File: src/rtl/acsi_cmd_sequencer_if.sv
// acsi_cmd_sequencer_if: bundles the hdd AVR-port signals and the CDB/status
// consumer handshake of acsi_cmd_sequencer.
//   master : sequencer side (drives a_cs/a_bus_dir/selects/a_ready/a_data_out,
//            cdb_*, status_done, abort)
//   slave  : environment side (hdd and CDB consumer)
interface acsi_cmd_sequencer_if;
  logic [7:0]   a_data_in;
  logic [7:0]   a_data_out;
  logic         a_int;
  logic         a_cmd;
  logic         a_cs;
  logic         a_bus_dir;
  logic         a_extra;
  logic         a_extra_2;
  logic         a_ready;
  logic         cdb_valid;
  logic         cdb_ready;
  logic [2:0]   cdb_id;
  logic [3:0]   cdb_len;
  logic [103:0] cdb_data;
  logic         status_valid;
  logic [7:0]   status_byte;
  logic         status_done;
  logic         abort;

  modport master (
    input  a_data_in, a_int, a_cmd, cdb_ready, status_valid, status_byte,
    output a_data_out, a_cs, a_bus_dir, a_extra, a_extra_2, a_ready,
           cdb_valid, cdb_id, cdb_len, cdb_data, status_done, abort
  );

  modport slave (
    output a_data_in, a_int, a_cmd, cdb_ready, status_valid, status_byte,
    input  a_data_out, a_cs, a_bus_dir, a_extra, a_extra_2, a_ready,
           cdb_valid, cdb_id, cdb_len, cdb_data, status_done, abort
  );
endinterface

File: src/rtl/acsi_cmd_sequencer.sv
// acsi_cmd_sequencer: stands in for the AVR on the hdd block's AVR port.
// After reset it writes the ACSI ID map and command mode, then collects
// ACSI/ICD CDBs byte by byte, presents each on a valid/ready port, returns
// the consumer's status byte to the Atari and writes the unselect command.
// Ports:
//   clock, reset : system clock, synchronous active-high reset
//   bus          : acsi_cmd_sequencer_if.master (hdd port + CDB/status port)
// Outputs are decoded from registered state only; the reset state decodes to
// all-zero outputs, so a reset drops a_cs/a_bus_dir on the next clock.
module acsi_cmd_sequencer #(
  parameter logic [7:0] ACSI_IDS       = 8'h01,
  parameter int         STROBE_CYCLES  = 4,
  parameter int         TIMEOUT_CYCLES = 1000000
) (
  input logic                  clock,
  input logic                  reset,
  acsi_cmd_sequencer_if.master bus
);
  localparam int CW = $clog2(2*STROBE_CYCLES+2);
  localparam int TW = $clog2(TIMEOUT_CYCLES+1);
  localparam logic [CW-1:0] S_HI   = CW'(STROBE_CYCLES);
  localparam logic [CW-1:0] WR_HI  = CW'(STROBE_CYCLES+1);
  localparam logic [CW-1:0] WR_END = CW'(2*STROBE_CYCLES+1);
  localparam logic [CW-1:0] RD_END = CW'(2*STROBE_CYCLES-1);
  localparam logic [CW-1:0] TX_END = CW'(2*STROBE_CYCLES);
  localparam logic [TW-1:0] TMO_LAST = TW'(TIMEOUT_CYCLES-1);

  typedef enum logic [2:0] {
    CFG_IDS, CFG_MODE, IDLE, RD_STROBE, PRESENT, WAIT_STATUS, SEND_STATUS, UNSELECT
  } state_t;

  state_t            state, state_n;
  logic [CW-1:0]     cnt, cnt_n;
  logic [3:0]        idx, idx_n;
  logic [3:0]        tlen, tlen_n;
  logic              full, full_n;
  logic              ext;
  logic [2:0]        id;
  logic [12:0][7:0]  cdb_q;
  logic [7:0]        stat_q;
  logic [TW-1:0]     tmo;
  logic              take;

  function automatic logic [3:0] icd_len(input logic [2:0] grp);
    case (grp)
      3'd0:       icd_len = 4'd7;
      3'd1, 3'd2: icd_len = 4'd11;
      3'd5:       icd_len = 4'd13;
      default:    icd_len = 4'd7;
    endcase
  endfunction

  assign take = (state == IDLE) && bus.a_int;

  // Index/length update for the byte sampled in IDLE.
  always_comb begin
    idx_n  = idx;
    tlen_n = tlen;
    if (bus.a_cmd) begin
      idx_n  = 4'd1;
      tlen_n = 4'd6;
    end else if (idx != 4'd0) begin
      idx_n = idx + 4'd1;
      if (idx == 4'd1 && ext) tlen_n = icd_len(bus.a_data_in[7:5]);
    end
    // a stray data byte at index 0 must never complete a CDB
    full_n = (bus.a_cmd || idx != 4'd0) && (idx_n == tlen_n);
  end

  always_comb begin
    state_n          = state;
    cnt_n            = cnt;
    bus.a_cs         = 1'b0;
    bus.a_bus_dir    = 1'b0;
    bus.a_extra      = 1'b0;
    bus.a_extra_2    = 1'b0;
    bus.a_data_out   = 8'h00;
    bus.a_ready      = 1'b0;
    bus.cdb_valid    = 1'b0;
    bus.status_done  = 1'b0;
    bus.abort        = 1'b0;
    case (state)
      // Register writes: cnt 0 all idle, 1 setup, 2..S+1 strobe, then S low.
      CFG_IDS, CFG_MODE, UNSELECT: begin
        if (cnt != '0) begin
          bus.a_bus_dir  = 1'b1;
          bus.a_extra_2  = (state == CFG_IDS);
          bus.a_extra    = (state != CFG_IDS);
          bus.a_data_out = (state == CFG_IDS)  ? ACSI_IDS :
                           (state == CFG_MODE) ? 8'h20 : 8'h60;
        end
        bus.a_cs = (cnt >= CW'(2)) && (cnt <= WR_HI);
        if (cnt == WR_END) begin
          cnt_n           = '0;
          state_n         = (state == CFG_IDS) ? CFG_MODE : IDLE;
          bus.status_done = (state == UNSELECT);
        end else begin
          cnt_n = cnt + 1'b1;
        end
      end
      IDLE: begin
        bus.a_ready = 1'b1;
        if (bus.a_int) begin
          state_n = RD_STROBE;
          cnt_n   = '0;
        end else if (idx != 4'd0 && tmo == TMO_LAST) begin
          bus.abort = 1'b1;
        end
      end
      // Read strobe: cnt 0..S-1 high, then low; hold until hdd drops a_int.
      RD_STROBE: begin
        bus.a_ready = !full;
        bus.a_cs    = (cnt < S_HI);
        if (cnt == RD_END) begin
          if (!bus.a_int) begin
            cnt_n   = '0;
            state_n = full ? PRESENT : IDLE;
          end
        end else begin
          cnt_n = cnt + 1'b1;
        end
      end
      PRESENT: begin
        bus.cdb_valid = 1'b1;
        if (bus.cdb_ready) state_n = WAIT_STATUS;
      end
      WAIT_STATUS: begin
        if (bus.status_valid) begin
          state_n = SEND_STATUS;
          cnt_n   = '0;
        end
      end
      // Status: data set up at cnt 0 until clear-to-send, strobe 1..S, low S.
      SEND_STATUS: begin
        bus.a_bus_dir  = 1'b1;
        bus.a_data_out = stat_q;
        bus.a_cs       = (cnt != '0) && (cnt <= S_HI);
        if (cnt == '0) begin
          if (bus.a_int) cnt_n = CW'(1);
        end else if (cnt == TX_END) begin
          cnt_n   = '0;
          state_n = UNSELECT;
        end else begin
          cnt_n = cnt + 1'b1;
        end
      end
      default: state_n = CFG_IDS;
    endcase
  end

  always_ff @(posedge clock) begin
    if (reset) begin
      state  <= CFG_IDS;
      cnt    <= '0;
      idx    <= 4'd0;
      tlen   <= 4'd0;
      full   <= 1'b0;
      ext    <= 1'b0;
      id     <= 3'd0;
      cdb_q  <= '0;
      stat_q <= 8'h00;
      tmo    <= '0;
    end else begin
      state <= state_n;
      cnt   <= cnt_n;
      if (take) begin
        tmo  <= '0;
        idx  <= idx_n;
        tlen <= tlen_n;
        full <= full_n;
        if (bus.a_cmd) begin
          cdb_q    <= '0;
          cdb_q[0] <= bus.a_data_in;
          id       <= bus.a_data_in[7:5];
          ext      <= (bus.a_data_in[4:0] == 5'h1F);
        end else if (idx != 4'd0) begin
          cdb_q[idx] <= bus.a_data_in;
        end
      end else if (state == IDLE && idx != 4'd0) begin
        if (tmo == TMO_LAST) begin
          idx <= 4'd0;
          tmo <= '0;
        end else begin
          tmo <= tmo + 1'b1;
        end
      end
      if (state == PRESENT && bus.cdb_ready) begin
        idx  <= 4'd0;
        full <= 1'b0;
      end
      if (state == WAIT_STATUS && bus.status_valid) stat_q <= bus.status_byte;
    end
  end

  assign bus.cdb_id   = id;
  assign bus.cdb_len  = tlen;
  assign bus.cdb_data = cdb_q;
endmodule

File: src/flat_wrapper.sv
// flat-port wrapper written by rule: the top's interface ports become plain ports
module acsi_cmd_sequencer_flat 
#(
  parameter logic [7:0] ACSI_IDS       = 8'h01,
  parameter int         STROBE_CYCLES  = 4,
  parameter int         TIMEOUT_CYCLES = 1000000
)
  (clock, reset, bus_a_data_in, bus_a_int, bus_a_cmd, bus_cdb_ready, bus_status_valid, bus_status_byte, bus_a_data_out, bus_a_cs, bus_a_bus_dir, bus_a_extra, bus_a_extra_2, bus_a_ready, bus_cdb_valid, bus_cdb_id, bus_cdb_len, bus_cdb_data, bus_status_done, bus_abort);
  acsi_cmd_sequencer_if bus_i ();
  input logic clock;
  input logic reset;
  input wire logic [$bits(bus_i.a_data_in)-1:0] bus_a_data_in;
  input wire logic [$bits(bus_i.a_int)-1:0] bus_a_int;
  input wire logic [$bits(bus_i.a_cmd)-1:0] bus_a_cmd;
  input wire logic [$bits(bus_i.cdb_ready)-1:0] bus_cdb_ready;
  input wire logic [$bits(bus_i.status_valid)-1:0] bus_status_valid;
  input wire logic [$bits(bus_i.status_byte)-1:0] bus_status_byte;
  output wire logic [$bits(bus_i.a_data_out)-1:0] bus_a_data_out;
  output wire logic [$bits(bus_i.a_cs)-1:0] bus_a_cs;
  output wire logic [$bits(bus_i.a_bus_dir)-1:0] bus_a_bus_dir;
  output wire logic [$bits(bus_i.a_extra)-1:0] bus_a_extra;
  output wire logic [$bits(bus_i.a_extra_2)-1:0] bus_a_extra_2;
  output wire logic [$bits(bus_i.a_ready)-1:0] bus_a_ready;
  output wire logic [$bits(bus_i.cdb_valid)-1:0] bus_cdb_valid;
  output wire logic [$bits(bus_i.cdb_id)-1:0] bus_cdb_id;
  output wire logic [$bits(bus_i.cdb_len)-1:0] bus_cdb_len;
  output wire logic [$bits(bus_i.cdb_data)-1:0] bus_cdb_data;
  output wire logic [$bits(bus_i.status_done)-1:0] bus_status_done;
  output wire logic [$bits(bus_i.abort)-1:0] bus_abort;
  assign bus_i.a_data_in = bus_a_data_in;
  assign bus_i.a_int = bus_a_int;
  assign bus_i.a_cmd = bus_a_cmd;
  assign bus_i.cdb_ready = bus_cdb_ready;
  assign bus_i.status_valid = bus_status_valid;
  assign bus_i.status_byte = bus_status_byte;
  assign bus_a_data_out = bus_i.a_data_out;
  assign bus_a_cs = bus_i.a_cs;
  assign bus_a_bus_dir = bus_i.a_bus_dir;
  assign bus_a_extra = bus_i.a_extra;
  assign bus_a_extra_2 = bus_i.a_extra_2;
  assign bus_a_ready = bus_i.a_ready;
  assign bus_cdb_valid = bus_i.cdb_valid;
  assign bus_cdb_id = bus_i.cdb_id;
  assign bus_cdb_len = bus_i.cdb_len;
  assign bus_cdb_data = bus_i.cdb_data;
  assign bus_status_done = bus_i.status_done;
  assign bus_abort = bus_i.abort;
  acsi_cmd_sequencer #(.ACSI_IDS(ACSI_IDS), .STROBE_CYCLES(STROBE_CYCLES), .TIMEOUT_CYCLES(TIMEOUT_CYCLES)) u_core (.clock(clock), .reset(reset), .bus(bus_i));
endmodule
File: config.mk
export PLATFORM = sky130hd
export DESIGN_NAME = acsi_cmd_sequencer_flat
export DESIGN_NICKNAME = d
export VERILOG_FILES = /design/src/rtl/acsi_cmd_sequencer_if.sv /design/src/rtl/acsi_cmd_sequencer.sv /design/src/flat_wrapper.sv
export SDC_FILE = /design/constraint.sdc
export NUM_CORES = 1
export LEC_CHECK = 0
export CAP_MARGIN = 40
export CORE_UTILIZATION = 55
export DETAILED_ROUTE_END_ITERATION = 10
export GPL_TIMING_DRIVEN = 0
export PLACE_DENSITY_LB_ADDON = 0.12
export SLEW_MARGIN = 20
export SYNTH_ARGS = -nofsm -noshare
export SYNTH_HDL_FRONTEND = slang
export SYNTH_SLANG_ARGS = --single-unit
File: constraint.sdc
create_clock -name clock -period 3.3 [get_ports clock]
set_input_delay 0.66 -clock clock [delete_from_list [all_inputs] [get_ports clock]]
set_output_delay 0.66 -clock clock [all_outputs]
set_load 0.01 [all_outputs]
==> summary by stage, run 1 <==
Timing
The hold violation count in the final report is 0. The final setup TNS is 0 ns. The final critical-path required period is 3.216 ns. The number of endpoints failing setup at the final stage is 0.

The relative slew slack is 0.4756. The clock tree skew after final layout is 0.004763 ns. For the pin with the worst max-slew slack, the measured transition is about 0.8 ns. The final setup slack of the worst path is 0.08380 ns.

Setup repair after global routing left no endpoint under its margin. The post-route clock period utilization is 0.9746. The max-slew violation total from the final report was 0. The worst hold slack is 0.4512 ns.

Timing would allow up to 310.9 MHz.

Global route
The initial antenna violation count is 0. The residual overflow from global routing is 0. The via count of the first global-routing pass was 6205. The total global routing track utilization is 0.3094. The global-route wire length before repair is 30960 microns.

Entering global routing, the biggest net connects 17 pins.

Drt
The total number of vias is 6765. Dividing the detail-routed wire length by the instance count gives ~17 microns. After the first detailed-routing iteration, the DRC count stood at between 500 and 600.

The per-cell via count in the routed design is around 5.8. The number of DRC violations after detailed routing is 0. In this run the remaining antenna-violating nets after routing total 0. The pre-antenna-repair detailed-routing pass consisted of 6 iterations. The final layout contains routed wiring with a total length of 19830 microns.

Final layout
Fill cells in the final layout number 932. The layout overhead on the synthesized area is 34.12%. The number of antenna diodes in the final layout is 0.

Summing all non-filler instances in the final layout gives an area of roughly 9000 sq um. The net count of the finished layout is 1036. The fraction of final layout cells sized beyond drive strength 1 is 0.07185.

Power and ir drop
The maximum VDD drop is 0.2784 mV. The completed layout was analyzed and its total power is 4.010 mW. The static leakage is approximately 3.2 nW. For this design the ratio of total power to cell area is 440.8 nW/um^2.

Worst setup path
The largest single stage delay on the critical path is 0.56 ns. Data arrives at the worst endpoint at 2.56 ns. Data on the critical path is required at its endpoint by between 2 and 3 ns.

The highest fanout seen on the critical path is 6. Walking the worst path, the cells encountered are or4b_1 -> nor4_2 -> nand2_2 -> nor2_1 -> clkdlybuf4s50_1. The critical path is of the flip-flop to output port type. The worst setup path is captured at an output port. The type of origin of the critical path is a flip-flop. The worst-path cell with the longest stage delay is sky130_fd_sc_hd__or4b_1.

Clocking
The level count of the clock H-tree is 4. The insertion delay to the later sink of the worst-skew pair is 0.43 ns. TritonCTS built the clock tree.

Counting every sink on the clock net gives 152. The root cell of the clock tree is sky130_fd_sc_hd__clkbuf_16. Buffers inserted during clock tree synthesis total 17.

The clock transition at the register clock pins on the worst setup and hold paths after CTS is 0.06 ns. The clock passes through at most 2 buffers.

Synth
The share of the Yosys chip area taken by registers is 0.4485. The number of warning messages in the yosys log is 0. Counting flops with an async set or reset pin after synthesis yields a share of 0.

The number of distinct library cell variants in the gate-level netlist after synthesis is 61. The flip-flop and latch count after synthesis is 152. The synthesized area per cell is 8.115 sq um. The synthesized instance count is 836. Yosys mapped a number of flops with a built-in enable equal to 0. When the netlist entered floorplanning its net count stood at 868.

The most frequently used flop master after synthesis is sky130_fd_sc_hd__dfxtp_1. Summing every instance area after synthesis gives 6784 sq um.

Floorplan
The core area is ~12000 sq um. The floorplan step set the die height to 113.1 microns. The I/O pin total is 149.

The die covers 12780 sq um. The site row count is 40. The die is approximately 110 microns wide. The starting density of the core is 0.5648.

Placed design
The final weighted congestion of routability-driven global placement is 0.9005. The count of buffers from port buffering is ~150. The post-placement worst setup slack is -0.1790 ns.

The final HPWL from detailed placement is 13330 microns. The placed instances occupy a cell area of 8429 sq um.

Min path
The worst hold path class is flip-flop to flip-flop.

Flow run
The max-capacitance violation count is 0.

Run status
The run finished with clean final reports.
## worst paths after layout
check	startpoint	to	slack [ns]	depth (start not counted)
worst max-delay path	u_core.tmo[6]	bus_abort	0.08	5
worst min-delay path	u_core.stat_q[1]	u_core.stat_q[1]	0.45	2
worst max register to register	u_core.state[1]	u_core.bus.cdb_data[19]	0.76	7
worst min register to register	u_core.stat_q[1]	u_core.stat_q[1]	0.45	2
## metal layers
metal / part of all wire / track usage / vias to the layer above
met5: 0 / 0 / -
met2: 0.48 / 0.5288 / 245
met4: 0.022 / 0.1377 / 0
met3: 0.077 / 0.08195 / 40
met1: 0.42 / 0.3648 / 3202
li1: - / - / 3278
## metrics by stage
step           std cells  utilization
2_1_floorplan        836            -
4_1_cts             1162       0.7557
3_3_place_gp        1129       0.7018
3_5_place_dp        1129       0.7018
6_report            1163       0.7575
5_1_grt             1163       0.7575
## cells in the final DEF (no fill, tap or decap), types with 6 or more instances in the layout
cell	n
sky130_fd_sc_hd__nor2_1	194
sky130_fd_sc_hd__dfxtp_1	150
sky130_fd_sc_hd__clkdlybuf4s50_1	146
sky130_fd_sc_hd__nand2_1	62
sky130_fd_sc_hd__a31oi_1	60
sky130_fd_sc_hd__clkbuf_1	54
sky130_fd_sc_hd__a21oi_1	40
sky130_fd_sc_hd__a32oi_1	34
sky130_fd_sc_hd__nand3_1	29
sky130_fd_sc_hd__clkbuf_16	17
sky130_fd_sc_hd__xnor2_1	16
sky130_fd_sc_hd__nor3_1	13
sky130_fd_sc_hd__o21ai_0	13
sky130_fd_sc_hd__inv_1	11
sky130_fd_sc_hd__nand2b_1	11
sky130_fd_sc_hd__buf_2	10
sky130_fd_sc_hd__and3_1	9
sky130_fd_sc_hd__ha_1	9
sky130_fd_sc_hd__nor2b_1	8
sky130_fd_sc_hd__and3b_1	8
sky130_fd_sc_hd__and2_1	7
sky130_fd_sc_hd__nor3b_1	6
## sequential cells by signal, summed over array words and instances (netlist names)
signal,count
u_core.idx,4
u_core.stat_q,8
u_core.cnt,4
u_core.bus.cdb_len,4
u_core.bus.cdb_data,104
u_core.ext,1
u_core.tmo,20
u_core.bus.cdb_id,3
u_core.state,3
u_core.full,1
## cell usage after synthesis (all sizes together) (9+ instances only)
master	instances	share of area
nor3	17	0.016
inv	11	0.0061
nand2	64	0.036
and3	9	0.0083
o21ai	13	0.0096
a31oi	60	0.055
ha	10	0.018
nand2b	11	0.010
a32oi	34	0.044
buf	13	0.012
nand3	29	0.021
dfxtp	152	0.45
clkbuf	56	0.031
nor2	198	0.11
a21oi	40	0.030
xnor2	16	0.021
## kinds of logic (layout without fill, tap and decap cells)
group / Yosys count / count (layout) / synth area share
AO/OA/AOI/OAI: 179 / 179 / 0.1772
buffers and inverters: 81 / 261 / 0.04961
XOR/XNOR: 21 / 21 / 0.02711
AND/OR/NAND/NOR: 388 / 388 / 0.2715
multiplexers: 5 / 5 / 0.007562
flip-flops: 152 / 152 / 0.4485
adder cells (fa/ha/maj): 10 / 10 / 0.01844
## what timing repair did
item,CTS,global route
hold buffers,0,0
pin swaps,1,1
buffers inserted,2,1
resized for setup,7,6
endpoints found under the setup margin,9,4
## cell type report
type / instances / area, sq um / area share
inverter: 12 / 45.04 / 0.004950
multi-input combinational: 603 / 3427 / 0.3767
buffer: 68 / 292.8 / 0.03218
clock inverter: 10 / 142.6 / 0.01568
timing repair buffer: 150 / 1489 / 0.1636
sequential: 152 / 3048 / 0.3350
clock buffer: 21 / 470.5 / 0.05171
tap: 147 / 183.9 / 0.02021
## critical path, delay by kind of cell, from the launching register on
kind	cells	cell delay, ns
simple gates	4	1.22
buf+inv	1	0.56
flops	1	0.35
## where the power goes
group          switching (mW)  internal, mW
registers             0.00345          1.84
clock network           0.768          1.25
logic                  0.0973        0.0584
No activity file was read; power rests on OpenSTA's default activity.
==> run 2: changes to the inputs <==
--- a/config.mk
+++ b/config.mk
@@ -6,7 +6,7 @@
 export NUM_CORES = 1
 export LEC_CHECK = 0
 export CAP_MARGIN = 40
-export CORE_UTILIZATION = 55
+export CORE_UTILIZATION = 51
 export DETAILED_ROUTE_END_ITERATION = 10
 export GPL_TIMING_DRIVEN = 0
 export PLACE_DENSITY_LB_ADDON = 0.12
==> constraint.sdc (replaced) <==
create_clock -name clock -period 3.32 [get_ports clock]
set_input_delay 0.664 -clock clock [delete_from_list [all_inputs] [get_ports clock]]
set_output_delay 0.664 -clock clock [all_outputs]
set_load 0.01 [all_outputs]
==> run 2 against run 1 <==
- cell count is 2.2% higher
- register-to-register slack better by 0.11 ns
- utilization fell by 4.7 points
- largest cell class unchanged
==> summary by stage, run 2 (synthesis results as in run 1) <==
Clocking
The CTS tree is yes. In this run the number of H-tree levels came out at 4. The clock transition at the register clock pins on the worst setup and hold paths after CTS is 0.06 ns.

The insertion delay to the later sink of the worst-skew pair is around 0.42 ns. The TritonCTS buffer count is 17. The clock drives approximately 150 sinks. The root cell of the clock tree is sky130_fd_sc_hd__clkbuf_16. The clock passes through at most 2 buffers. Hold repair after CTS inserted 0 buffers.

Timing
The post-route clock period utilization is 0.9698. Subtracting the final worst setup slack from the clock period gives 3.220 ns. The worst path meets setup with approximately 0.1 ns of slack. For the pin with the worst max-slew slack, the measured transition is 0.7575 ns.

Setup repair after global routing left no endpoint under its margin. The top achievable clock speed is 310.6 MHz. The hold violation count in the final report was 0. The max-slew violation total from the final report is 0. The number of endpoints failing setup at the final stage is 0. The relative slew slack is 0.4950. Adding up every negative setup slack in the final design gives 0 ns. On the final layout, the worst clock skew is 0.007521 ns.

Worst setup path
Tracing the worst setup path back leads to its startpoint at u_core.tmo[6]. In this run the critical register-to-register path is captured at u_core.bus.cdb_data[101]. The largest individual stage delay along the critical path comes from the cell sky130_fd_sc_hd__or4b_1.

The worst setup path is launched from a flip-flop. The number of buffers and inverters on the critical path is 1. The cell count of the worst reg-to-reg path is 10. The top cell family by delay on the critical path is simple AND/OR/NAND/NOR gates. The delay of the slowest critical-path stage is approximately 0.61 ns. The highest fanout seen on the critical path is 6.

The worst path required time is roughly 2.7 ns. The data arrival at the endpoint of the critical path is 2.56 ns. The critical path goes through or4b_1 -> nor4_4 -> nand2_2 -> nor2_2 -> clkdlybuf4s50_1. The startpoint identified for the worst register-to-register timing path is u_core.idx[0]. The setup check on the worst reg-to-reg path leaves a slack of around 0.87 ns. The worst setup path is of the flip-flop to output port kind. The element type at the critical path end is an output port.

Global route
The via count of the first global-routing pass is 5998. The pin count of the biggest net entering global routing is 17. The total global routing track utilization is 0.2792. The residual overflow from global routing is 0. The first global-routing pass estimated 30830 microns of wire. The initial antenna violation count was 0.

Power and ir drop
The design draws 3.770 mW. The internal power summed over all cells is 2.944 mW. The portion of total power attributed to sequential cells is 0.485.

The portion of total power attributed to combinational logic is 0.041. Of the total power, the clock network draws 0.474. The share of total power consumed by net switching is 0.2189.

Power spread over the standard cell area amounts to 415.6 nW/um^2. The maximum VDD drop is 0.2870 mV. The analysis attributes to cell leakage a power of around 3.2 nW. The switching component of the power is 825.2 uW.

Drt
The number of nets with antenna violations after detailed routing is 0. The iteration-0 DRC count of the detailed router is 660. The per-cell via count in the routed design is 5.719. The detailed-routing iteration count for the pre-antenna-repair pass is 6. The post-detailed-route wirelength per cell is 16.46 microns. The total number of vias is 6800. In the routed design, unresolved DRC markers number 0. The total routed wirelength is 19580 microns.

Min path
The path with the worst hold slack has its endpoint at u_core.stat_q[1]. Along the worst hold path, the cell count comes to 2. The worst hold path class is flip-flop to flip-flop.

In this run the most critical hold path is launched from u_core.stat_q[1].

Final layout
The flip-flop count of the largest register, all copies and words added is 104. The layout overhead on the synthesized area is 33.70%. The number of antenna diodes is 0. The top cell types in the final layout, fill and taps aside, are 193 x sky130_fd_sc_hd__nor2_1, 150 x sky130_fd_sc_hd__dfxtp_1, 146 x sky130_fd_sc_hd__clkdlybuf4s50_1. The final core utilization is 0.7101. The most common library cell in the layout ignoring fill and taps is sky130_fd_sc_hd__nor2_1. The net count of the finished layout is 1037.

The fraction of final layout cells sized beyond drive strength 1 is 0.06981.

Floorplan
The starting density of the core is 0.5311. In this run the vertical extent of the chip is 117.3 microns. The I/O pin total is 149.

The horizontal die dimension is about 120 microns. The floorplan has 41 rows. The floorplan step defined a die boundary enclosing 13770 sq um. After floorplanning, the core was sized to cover between 10000 and 15000 sq um.

Placed design
The count of buffers from port buffering is 146. The post-placement worst setup slack is -0.1057 ns. Once detailed placement completed, the half-perimeter wirelength came to 13420 microns. Routability-driven placement finished with a final weighted congestion of 0.8837.

Flow run
The max-capacitance violation count is 0.

Run status
The run finished with clean final reports.
## run 2: final cells by class
class	count	area [sq um]
fill	996	3704
multi-input combinational	603	3433
sequential	152	3048
timing repair buffer	150	1489
clock buffer	23	467.9
buffer	69	297.8
tap	172	215.2
clock inverter	8	73.82
inverter	12	45.04
## run 2: power by group through the flow
| stage | combinational [mW] | clock (mW) | sequential [mW] |
|---|---|---|---|
| 2_1_floorplan | 0.0778 | 0 | 1.87 |
| 3_3_place_gp | 0.150 | 0 | 1.87 |
| 3_5_place_dp | 0.150 | 0 | 1.87 |
| 4_1_cts | 0.152 | 1.80 | 1.83 |
| 5_1_grt | 0.165 | 1.89 | 1.83 |
| 6_report | 0.154 | 1.79 | 1.83 |
## run 2: worst min-delay path, delay by kind of cell, from the launching register on
family | cells | cell delay (ns)
flip-flops | 1 | 0.30
AO/OA/AOI/OAI | 1 | 0.05
AND/OR/NAND/NOR | 1 | 0.05
## run 2: how the worst max path moves through the flow
stage | depth (start not counted) | end | slack (ns)
global placement | 7 | bus_abort | -0.09
global route | 7 | bus_a_data_out[0] | 0.0005
detailed placement | 7 | bus_abort | -0.11
CTS | 7 | bus_abort | 0.02
floorplan | 6 | bus_abort | 0.86
finish | 5 | bus_abort | 0.10
## run 2: per-layer routing
| metal | track usage | share of wire | wire (microns) |
|---|---|---|---|
| met1 | 0.3610 | 0.43 | 8397 |
| met2 | 0.4497 | 0.47 | 9159 |
| met3 | 0.08560 | 0.089 | 1736 |
| met4 | 0.07305 | 0.014 | 282 |
| met5 | 0 | 0 | 0 |
## run 2: what timing repair did
item                                    4_1_cts  5_1_grt
endpoints found under the hold margin         0        0
setup buffers                                 1        2
pin swaps                                     1        1
resized for setup                             8        7
endpoints found under the setup margin        9        5
## run 2: stage by stage
| stage | std cells | hold slack [ns] | cell area [sq um] |
|---|---|---|---|
| CTS | 1187 | 0.4529 | 9037 |
| detailed placement | 1155 | 0.4449 | 8466 |
| global placement | 1154 | 0.4389 | 8461 |
| global route | 1189 | 0.4688 | 9070 |
| floorplan | 836 | 0.4318 | 6784 |
| finish | 1189 | 0.4475 | 9070 |
==> run 3: changes to the inputs <==
--- a/config.mk
+++ b/config.mk
@@ -9,7 +9,9 @@
 export CORE_UTILIZATION = 51
 export DETAILED_ROUTE_END_ITERATION = 10
 export GPL_TIMING_DRIVEN = 0
+export HOLD_SLACK_MARGIN = 0.05
 export PLACE_DENSITY_LB_ADDON = 0.12
+export SETUP_SLACK_MARGIN = 0.05
 export SLEW_MARGIN = 20
 export SYNTH_ARGS = -nofsm -noshare
 export SYNTH_HDL_FRONTEND = slang
==> run 3 against run 2 <==
- first-iteration DRC count increased by 9.2%
- critical path depth increased by 1
- non-clock buffer count unchanged
- register-to-register slack about the same
- largest power group unchanged
- via count about the same
- critical endpoint is now bus_a_data_out[5]
- routed wire length increased by 0.44%
- utilization increased by 0.088 points
- flip-flop and latch count unchanged
- combinational power about the same
- die area unchanged
==> summary by stage, run 3 (synthesis results as in run 1) <==
Clocking
In this run the number of H-tree levels came out at 4. The TritonCTS buffer count is 17. The number of hold buffers added after CTS was 0. The insertion delay to the later sink of the worst-skew pair is approximately 0.43 ns. No sink is reached through more buffers than the 2 on the longest clock path.

The clock sink count is 152. After clock tree synthesis, the clock-pin slew on the worst setup and hold paths is about 0.06 ns. The CTS tree is yes.

The root cell of the clock tree is sky130_fd_sc_hd__clkbuf_16.

Worst setup path
In this run the critical register-to-register path is captured at u_core.bus.cdb_data[101]. The top cell family by delay on the critical path is simple AND/OR/NAND/NOR gates. The worst setup path is captured at an output port. The total buffers and inverters traversed by the critical path is 2. The type of origin of the critical path is a flip-flop. The launching instance or port of the critical path is u_core.cnt[0]. The worst path required time is approximately 2.7 ns. For the worst setup path, the data arrival time is 2.49 ns. In this run the critical register-to-register path is launched from u_core.idx[0]. The worst-path cell with the longest stage delay is sky130_fd_sc_hd__or3b_2. The type of the worst setup path is flip-flop to output port.

The signal on the critical path passes through inv_1 -> ha_1 -> or3b_2 -> and3_1 -> a21o_1 -> clkdlybuf4s50_1. In this run the number of cells on the critical path is 6. In this design, the stage delay of the slowest critical-path cell is just over 0.5 ns. Counting cells, the worst reg-to-reg path comes to 10. The highest fanout seen on the critical path is 5. The register-to-register setup slack is about 0.87 ns.

The timing endpoint of the critical path is bus_a_data_out[5].

Placed design
The post-placement cell area is 8466 sq um. The post-placement worst setup slack is -0.1057 ns. Once detailed placement completed, the half-perimeter wirelength came to around 13000 microns.

The final weighted congestion of routability-driven global placement is 0.8837. The count of buffers added on input and output ports is between 100 and 150.

Timing
The top achievable clock speed is between 300 and 400 MHz. Counting I/O delays and the setup requirement, the final critical path takes around 3.2 ns. The relative slew slack is 0.4853.

Once routing completed, OpenROAD measured the worst setup slack at 0.1645 ns. The number of endpoints failing setup at the final stage is 0. Setup repair after global routing left no endpoint under its margin. The max-slew violation total from the final report was 0.

The clock tree skew after final layout is just under 0.008 ns. The hold violation count in the final report was 0. The transition time of the tightest slew-check pin is 0.7721 ns. Of the available clock period, the critical path in the final layout requires 0.9505.

Floorplan
149 I/O pins were placed. The core area is 12770 sq um. The initial utilization of the core area, before any placement, comes to 0.5311. The area of the die is between 10000 and 15000 sq um.

The floorplan has 41 rows. In this run the horizontal extent of the chip is 117.3 microns. Measured along the y axis, the die boundary spans between 100 and 150 microns.

Flow run
The max-capacitance violation count is 0.

Final layout
Of the cells placed in the final design, the portion with a size suffix greater than 1 is 0.07276. In the final design database the tool counted 1037 nets. Leaving out fill and tap cells, the most frequent cells in the layout are 193 x sky130_fd_sc_hd__nor2_1, 149 x sky130_fd_sc_hd__dfxtp_1, 145 x sky130_fd_sc_hd__clkdlybuf4s50_1. The number of antenna diodes is 0. Relative to the synthesized area, the layout overhead comes to 33.86%. The area of all placed cells without fillers is 9081 sq um. The register with the most flip-flops in the layout has between 100 and 150 of them. The most common library cell in the layout ignoring fill and taps is sky130_fd_sc_hd__nor2_1.

Drt
The highest metal layer carrying signal wires in the routed design is met4. The first routing iteration left 721 violations. The number of DRC violations after detailed routing is 0. After detailed routing, the wire length on met1 is 8495 microns. The total number of vias is 6797. The post-detailed-route wirelength per cell is 16.54 microns.

The total routed wirelength is 19660 microns. The routed wire length on met2 is 9180 microns. In the detailed route, the total length drawn on met3 is roughly 1700 microns.

The first detailed-routing pass took 5 iterations. The number of nets with antenna violations after detailed routing is 0. The per-cell via count in the routed design is 5.717.

Global route
Across every metal layer, demand over resource in global routing totals 0.2792. The pin count of the biggest net entering global routing is 17. The initial antenna violation count was 0. The via count of the first global-routing pass is 5998. The global-route wire length before repair is between 30000 and 40000 microns. Summed over all layers, the global routing overflow is 0.

Min path
The tightest min-delay check is of the flip-flop to flip-flop type.

Power and ir drop
IR analysis of the VDD net gives a maximum drop of about 0.29 mV. For this design the static power due to leakage is about 3.2 nW. In this run the power density over the cells is roughly 420 nW/um^2.

Run status
The flow ran to the end, and the final reports show no timing, DRC or antenna violations.
-- run 3: changes by cell type in the layout (fill, tap and decap cells not counted) --
cell	before	now
sky130_fd_sc_hd__clkbuf_1	57	56
sky130_fd_sc_hd__clkbuf_2	4	5
sky130_fd_sc_hd__clkdlybuf4s50_1	146	145
sky130_fd_sc_hd__dfxtp_1	150	149
sky130_fd_sc_hd__dfxtp_2	1	2
sky130_fd_sc_hd__dlymetal6s2s_1	0	1
sky130_fd_sc_hd__nor4_1	2	1
sky130_fd_sc_hd__nor4_2	1	2
-- run 3: how the worst min path moves through the flow --
stage,from,end,cells past startpoint
2_1_floorplan,u_core.ext,u_core.ext,2
3_3_place_gp,u_core.stat_q[4],u_core.stat_q[4],2
3_5_place_dp,u_core.stat_q[2],u_core.stat_q[2],2
4_1_cts,u_core.stat_q[2],u_core.stat_q[2],2
5_1_grt,u_core.stat_q[3],u_core.stat_q[3],2
6_report,u_core.stat_q[1],u_core.stat_q[1],2
-- run 3: stage by stage --
step / TNS, ns / power, mW / cells / hold slack [ns] / utilization
after floorplan: 0 / 1.947 / 836 / 0.4318 / -
after global placement: -0.08930 / 2.020 / 1154 / 0.4389 / 0.6624
after detailed placement: -0.1057 / 2.020 / 1155 / 0.4449 / 0.6627
after CTS: 0 / 3.779 / 1187 / 0.4529 / 0.7075
after global routing: 0 / 3.880 / 1189 / 0.4688 / 0.7109
final: 0 / 3.773 / 1189 / 0.4481 / 0.7109
-- run 3: repair_timing --
item,in CTS,in global routing
gates resized for setup,8,12
endpoints found under the setup margin,9,12
setup buffers,1,2
pin swaps,1,1
-- run 3: layer usage --
layer | GRT usage | vias to the layer above
met2 | 0.4497 | 288
met1 | 0.3610 | 3190
met3 | 0.08560 | 26
li1 | - | 3293
met5 | 0 | -
met4 | 0.07305 | 0
-- run 3: layout make-up --
type / instances / area (sq um)
multi-input cells: 603 / 3440
clock inverters: 8 / 73.82
flip-flops and latches: 152 / 3049
plain buffers: 69 / 299.0
clock buffers: 23 / 467.9
inverters: 12 / 45.04
fillers: 993 / 3692
repair buffers: 150 / 1491
well taps: 172 / 215.2
-- run 3: worst min-delay path, delay by kind of cell, from the launching register on --
kind	cells	cell delay (ns)
and+or+nand+nor	1	0.05
DFF	1	0.30
AOI/OAI and AO/OA	1	0.05
-- run 3: power breakdown --
group | internal, mW | switching, mW
sequential | 1.83 | 0.00325
combinational | 0.0581 | 0.0964
clock | 1.06 | 0.729
total | 2.94 | 0.828
